File: config.mk
export PLATFORM = sky130hd
export DESIGN_NAME = serial_subtractor_flat
export DESIGN_NICKNAME = d
export VERILOG_FILES = /design/src/rtl/serial_subtractor_if.sv /design/src/rtl/serial_subtractor.sv /design/src/flat_wrapper.sv
export SDC_FILE = /design/constraint.sdc
export NUM_CORES = 1
export LEC_CHECK = 0
export ABC_AREA = 1
export ABC_CLOCK_PERIOD_IN_PS = 3190
export BUFFER_PORTS_ARGS = -buffer_cell sky130_fd_sc_hd__buf_2
export CORE_MARGIN = 10
export CORE_UTILIZATION = 35
export DETAILED_ROUTE_END_ITERATION = 8
export PLACE_DENSITY = 0.65
export SLEW_MARGIN = 40
export SYNTH_ARGS = -nofsm -noshare
export SYNTH_HDL_FRONTEND = slang
export SYNTH_SLANG_ARGS = --single-unit
File: constraint.sdc
create_clock -name clk -period 3.19 [get_ports clk]
set_clock_uncertainty 0.15 [all_clocks]
set_input_delay 0.319 -clock clk [delete_from_list [all_inputs] [get_ports clk]]
set_output_delay 0.319 -clock clk [all_outputs]
set_load 0.01 [all_outputs]
File: src/rtl/serial_subtractor_if.sv
// rtl/serial_subtractor_if.sv - start/busy/done operand and result bundle for serial_subtractor
interface serial_subtractor_if #(
  parameter int WIDTH = 16
);
  logic             start;
  logic [WIDTH-1:0] a;
  logic [WIDTH-1:0] b;
  logic             bin;
  logic             busy;
  logic             done;
  logic [WIDTH-1:0] d;
  logic             bout;
  logic             ovf;

  modport master (output start, a, b, bin, input busy, done, d, bout, ovf);
  modport slave  (input start, a, b, bin, output busy, done, d, bout, ovf);
endinterface

File: src/rtl/serial_subtractor.sv
// rtl/serial_subtractor.sv - multi-cycle ripple-borrow subtractor, CHUNK bits per clock, LS chunk first
module serial_subtractor #(
  parameter int WIDTH = 16,
  parameter int CHUNK = 4
) (
  input  logic                clk,
  input  logic                rst,
  serial_subtractor_if.slave  bus
);
  localparam int STEPS = (CHUNK >= 1) ? WIDTH / CHUNK : 1;
  localparam int CW    = (STEPS > 1) ? $clog2(STEPS) : 1;

  if (WIDTH < 1 || CHUNK < 1 || CHUNK > WIDTH ||
      (WIDTH % ((CHUNK >= 1) ? CHUNK : 1)) != 0) begin : g_bad_params
    $error("serial_subtractor: need 1 <= CHUNK <= WIDTH and WIDTH %% CHUNK == 0");
  end

  typedef enum logic [1:0] {S_IDLE, S_RUN, S_DONE} state_t;

  state_t           state;
  logic [WIDTH-1:0] a_r;
  logic [WIDTH-1:0] b_r;
  logic [WIDTH-1:0] res_r;
  logic             brw_r;
  logic [CW-1:0]    cnt;

  logic [31:0]      base;
  logic [CHUNK-1:0] a_k;
  logic [CHUNK-1:0] b_k;
  logic [CHUNK-1:0] diff_k;
  logic             brw_k;
  logic [WIDTH-1:0] res_nxt;
  logic             ovf_nxt;
  logic             last;

  always_comb begin
    base    = 32'(cnt) * 32'(CHUNK);
    a_k     = a_r[base +: CHUNK];
    b_k     = b_r[base +: CHUNK];
    // A CHUNK+1 bit difference goes negative exactly when a borrow leaves the chunk
    {brw_k, diff_k} = {1'b0, a_k} - {1'b0, b_k} - {{CHUNK{1'b0}}, brw_r};
    res_nxt = res_r;
    res_nxt[base +: CHUNK] = diff_k;
    // Equals (borrow into MSB) ^ bout: overflow iff operand signs differ and result sign != a's sign
    ovf_nxt = (a_r[WIDTH-1] ^ b_r[WIDTH-1]) & (a_r[WIDTH-1] ^ res_nxt[WIDTH-1]);
    last    = (cnt == CW'(STEPS - 1));
  end

  always_ff @(posedge clk or posedge rst) begin
    if (rst) begin
      state    <= S_IDLE;
      a_r      <= '0;
      b_r      <= '0;
      res_r    <= '0;
      brw_r    <= 1'b0;
      cnt      <= '0;
      bus.busy <= 1'b0;
      bus.done <= 1'b0;
      bus.d    <= '0;
      bus.bout <= 1'b0;
      bus.ovf  <= 1'b0;
    end else begin
      bus.done <= 1'b0;
      case (state)
        S_RUN: begin
          res_r <= res_nxt;
          brw_r <= brw_k;
          cnt   <= cnt + CW'(1);
          if (last) begin
            bus.d    <= res_nxt;
            bus.bout <= brw_k;
            bus.ovf  <= ovf_nxt;
            bus.busy <= 1'b0;
            bus.done <= 1'b1;
            state    <= S_DONE;
          end
        end
        default: begin
          if (bus.start) begin
            a_r      <= bus.a;
            b_r      <= bus.b;
            brw_r    <= bus.bin;
            res_r    <= '0;
            cnt      <= '0;
            bus.busy <= 1'b1;
            state    <= S_RUN;
          end else begin
            state <= S_IDLE;
          end
        end
      endcase
    end
  end
endmodule

File: src/flat_wrapper.sv
// flat-port wrapper written by rule: the top's interface ports become plain ports
module serial_subtractor_flat 
#(
  parameter int WIDTH = 16,
  parameter int CHUNK = 4
)
  (clk, rst, bus_start, bus_a, bus_b, bus_bin, bus_busy, bus_done, bus_d, bus_bout, bus_ovf);
  serial_subtractor_if #(.WIDTH(WIDTH)) bus_i ();
  input  logic clk;
  input  logic rst;
  input wire logic [$bits(bus_i.start)-1:0] bus_start;
  input wire logic [$bits(bus_i.a)-1:0] bus_a;
  input wire logic [$bits(bus_i.b)-1:0] bus_b;
  input wire logic [$bits(bus_i.bin)-1:0] bus_bin;
  output wire logic [$bits(bus_i.busy)-1:0] bus_busy;
  output wire logic [$bits(bus_i.done)-1:0] bus_done;
  output wire logic [$bits(bus_i.d)-1:0] bus_d;
  output wire logic [$bits(bus_i.bout)-1:0] bus_bout;
  output wire logic [$bits(bus_i.ovf)-1:0] bus_ovf;
  assign bus_i.start = bus_start;
  assign bus_i.a = bus_a;
  assign bus_i.b = bus_b;
  assign bus_i.bin = bus_bin;
  assign bus_busy = bus_i.busy;
  assign bus_done = bus_i.done;
  assign bus_d = bus_i.d;
  assign bus_bout = bus_i.bout;
  assign bus_ovf = bus_i.ovf;
  serial_subtractor #(.WIDTH(WIDTH), .CHUNK(CHUNK)) u_core (.clk(clk), .rst(rst), .bus(bus_i));
endmodule
==> run_results.csv <==
group,metric,value,unit
clocking,cts_num_sinks,73,
die,floorplan.die.height,120,um
pwr,totalPowerFinal,4580,uW
setup_path,cp.arrival,2.82,ns
sta,final.setup.tns,0,ns
die,floorplan.die_area,14300,um2
yosys,syn_area,3480,um2
drt,remaining_drc_errors,0,
sta,fmaxAchievable,369,MHz
setup_path,crit_path_max_fanout,18,
yosys,synth-async-reset-ratio,100,%
yosys,post-synth-top-count-cell,"sky130_fd_sc_hd__nand2_1",
yosys,post_synth_inst_count,433,
yosys,synthFlopType,"sky130_fd_sc_hd__dfrtp_1",
sta,setup_viol,0,
global_route,grt_pass1_wl,14400,um
placed_design,buffer_ports.inserted,55,
global_route,largest_net_degree_at_the_start_of_global_routing,39,
global_route,grt_antenna_before_repair,0,
yosys,synth_edf_count,0,
yosys,synth_nets,481,
placed_design,post-dp-hpwl,6090,um
die,design.core.area,9730,um2
clocking,clock_tree.root_cell,"sky130_fd_sc_hd__clkbuf_8",
sta,worst-slew-pin-transition,0.759,ns
global_route,grt_remaining_overflow,0,
clocking,cts_max_level,3,
placed_design,place.gp.congestion,0.839,
finish,areaGrowthSynthToFinish,17.9,%
setup_path,critPathKind,"register to register",
clocking,clock_tree.buffer_depth,2,
yosys,synth.top_cell.area_share,52.5,%
die,io-pin-count,56,
global_route,grt_pass1_vias,3016,
drt,antenna_violating_nets_post_route,0,
die,row_count,36,
finish,layout-drive-gt1-share,18.8,%
drt,drtIter0Drc,160,
drt,wl_per_cell,12.9,um
placed_design,dpl_worst_slack,0.304,ns
sta,final_max_slew_viol_count,0,
sta,finalHoldViolations,0,
yosys,avg_synthesized_cell_area,8.04,um2
drt,firstDrtPassIters,4,
sta,post-route-min-period,2.71,ns
drt,totalWireLength,8120,um
yosys,yosys_register_bits,73,
sta,grt_setup_unrepaired,"false",
placed_design,placed_cells_incl_taps,611,
finish,finish.net_count,540,
sta,period_share,84.9,%
setup_path,cp_data_required_time,3.31,ns
yosys,synth.lib_cells_used.distinct,27,
sta,max_slew_margin,49.1,%
finish,final_cell_count_no_fill,629,
clocking,cts_tree,"built",
clocking,clk-insertion-delay-late,0.35,ns
die,die_x,120,um
clocking,clock_pin_slew_reported_for_the_worst_setup_and_hold_paths_after_clock_tree_synthesis,0.07,ns
yosys,synth.yosys.seq_area_share,52.5,%
die,initial_core_util,35.8,%
clocking,cts_bufs_inserted,9,
sta,postLayoutSetupSlackWorst,0.482,ns
pwr,reported_leakage_power,0.00220,uW
global_route,grt_util_all_layers,11.9,%
drt,routed-via-count,2817,
drt,viasPerCell,4.48,
setup_path,crit_path_start_kind,"register",
yosys,synth.largest_area_cell,"sky130_fd_sc_hd__dfrtp_1",
finish,antenna_cells_inserted,0,
setup_path,end_kind,"register",
run,cap_violations,0,
yosys,synth-warning-count,0,
pwr,powerDensity,1120,nW/um2
outcome,run_status,"finished clean",
yosys,synth.top_cells.by_count,"193 x sky130_fd_sc_hd__nand2_1, 73 x sky130_fd_sc_hd__dfrtp_1, 44 x sky130_fd_sc_hd__inv_1, 29 x sky130_fd_sc_hd__o21ai_0, 19 x sky130_fd_sc_hd__nor2_1",
pwr,worst_ir_drop_vdd,0.403,mV
yosys,synth_area_leaders,"sky130_fd_sc_hd__dfrtp_1 52%, sky130_fd_sc_hd__nand2_1 21%, sky130_fd_sc_hd__inv_1 4.7%, sky130_fd_sc_hd__o21ai_0 4.2%, sky130_fd_sc_hd__ha_1 3.6%",
worst_hold_path,hold_path_class,"input port to register",
## per-stage QoR
step	utilization, %	area [um2]	hold WS [ns]
5_1_grt	42.2	4110	0.0109
3_3_place_gp	40.0	3900	0.250
3_5_place_dp	40.0	3900	0.252
2_1_floorplan	-	3480	0.286
4_1_cts	41.9	4080	0.00207
6_report	42.2	4110	0.0178
## registers in the layout, indices dropped and copies added (netlist names)
register and flops:
u_core.bus.busy 1, u_core.a_r 16, u_core.bus.bout 1, u_core.b_r 16, u_core.bus.done 1, u_core.cnt 2, u_core.res_r 16, u_core.bus.ovf 1
u_core.brw_r 1, u_core.bus.d 16, u_core.state 2
## what timing repair did
item	CTS	global route
hold buffers	1	0
hold endpoints to repair	25	0
resized for setup	0	1
setup endpoints to repair	0	4
buffers inserted	0	2
## logic make-up after synthesis
logic type / count (synthesis) / synth area share (%)
DFF: 73 / 52.5
adders and majority gates: 12 / 4.74
xor gates and xnor gates: 2 / 0.503
AOI/OAI and AO/OA: 55 / 8.84
and+or+nand+nor: 227 / 25.9
buffers and inverters: 64 / 7.58
## cells in the final DEF, fill, tap and decap left out, types with 2 or more instances in the layout
cell type / count
sky130_fd_sc_hd__nor2_2: 2
sky130_fd_sc_hd__dfrtp_1: 72
sky130_fd_sc_hd__nand3_1: 3
sky130_fd_sc_hd__ha_1: 10
sky130_fd_sc_hd__a21oi_1: 6
sky130_fd_sc_hd__inv_2: 3
sky130_fd_sc_hd__clkbuf_8: 10
sky130_fd_sc_hd__buf_2: 55
sky130_fd_sc_hd__xor2_1: 2
sky130_fd_sc_hd__clkinv_2: 2
sky130_fd_sc_hd__o22ai_1: 17
sky130_fd_sc_hd__o21ai_0: 29
sky130_fd_sc_hd__buf_4: 8
sky130_fd_sc_hd__clkinvlp_4: 3
sky130_fd_sc_hd__nand2_2: 2
sky130_fd_sc_hd__inv_1: 42
sky130_fd_sc_hd__fa_1: 2
sky130_fd_sc_hd__nor2_1: 18
sky130_fd_sc_hd__nand3_2: 3
sky130_fd_sc_hd__nor3_1: 2
sky130_fd_sc_hd__nand2_1: 193
## layer usage
metal	vias up	track usage, %	wire length, um
met5	-	0	0
met4	0	2.34	67
met3	9	4.31	447
met2	64	19.7	3890
met1	1285	14.6	3720
li1	1459	-	-
## final timing paths
kind / startpoint / end / slack, ns / depth (start not counted)
setup / recovery: u_core.cnt[0] / u_core.res_r[5] / 0.48 / 13
max in group asynchronous: rst / u_core.b_r[11] / 1.73 / 4
hold / removal: bus_a[9] / u_core.a_r[9] / 0.02 / 3
hold reg to reg: u_core.bus.d[7] / u_core.bus.d[7] / 0.33 / 2
setup reg to reg: u_core.cnt[0] / u_core.res_r[5] / 0.48 / 13
min in group asynchronous: rst / u_core.bus.d[0] / 0.42 / 3
## final cells by class
| class | count | area, um2 |
|---|---|---|
| clock buffers | 10 | 138 |
| clock inverters | 5 | 32.5 |
| fillers | 1038 | 5620 |
| inverters | 47 | 181 |
| multi-input cells | 296 | 1390 |
| flip-flops and latches | 73 | 1830 |
| well taps | 133 | 166 |
| repair buffers | 65 | 365 |
## report_power, final
group	internal (uW)	switching, uW	leakage (uW)	total [uW]
Clock	296	339	0.0000802	635
Sequential	1330	210	0.000948	1540
Combinational	881	1520	0.00117	2410
Total	2510	2070	0.00220	4580
## worst max-delay path, stage by stage, from the launching register on
cell and delay [ns]:
sky130_fd_sc_hd__dfrtp_2 0.45, sky130_fd_sc_hd__inv_6 0.15, sky130_fd_sc_hd__nand2_1 0.08, sky130_fd_sc_hd__a32o_1 0.23, sky130_fd_sc_hd__fa_1 0.43, sky130_fd_sc_hd__inv_1 0.09, sky130_fd_sc_hd__fa_1 0.44, sky130_fd_sc_hd__nor2_1 0.10
sky130_fd_sc_hd__inv_1 0.05, sky130_fd_sc_hd__nor2_1 0.08, sky130_fd_sc_hd__inv_1 0.06, sky130_fd_sc_hd__o22ai_1 0.16, sky130_fd_sc_hd__nand2_1 0.07, sky130_fd_sc_hd__o21ai_0 0.08
Note: power is estimated with default switching activity, not from simulation.
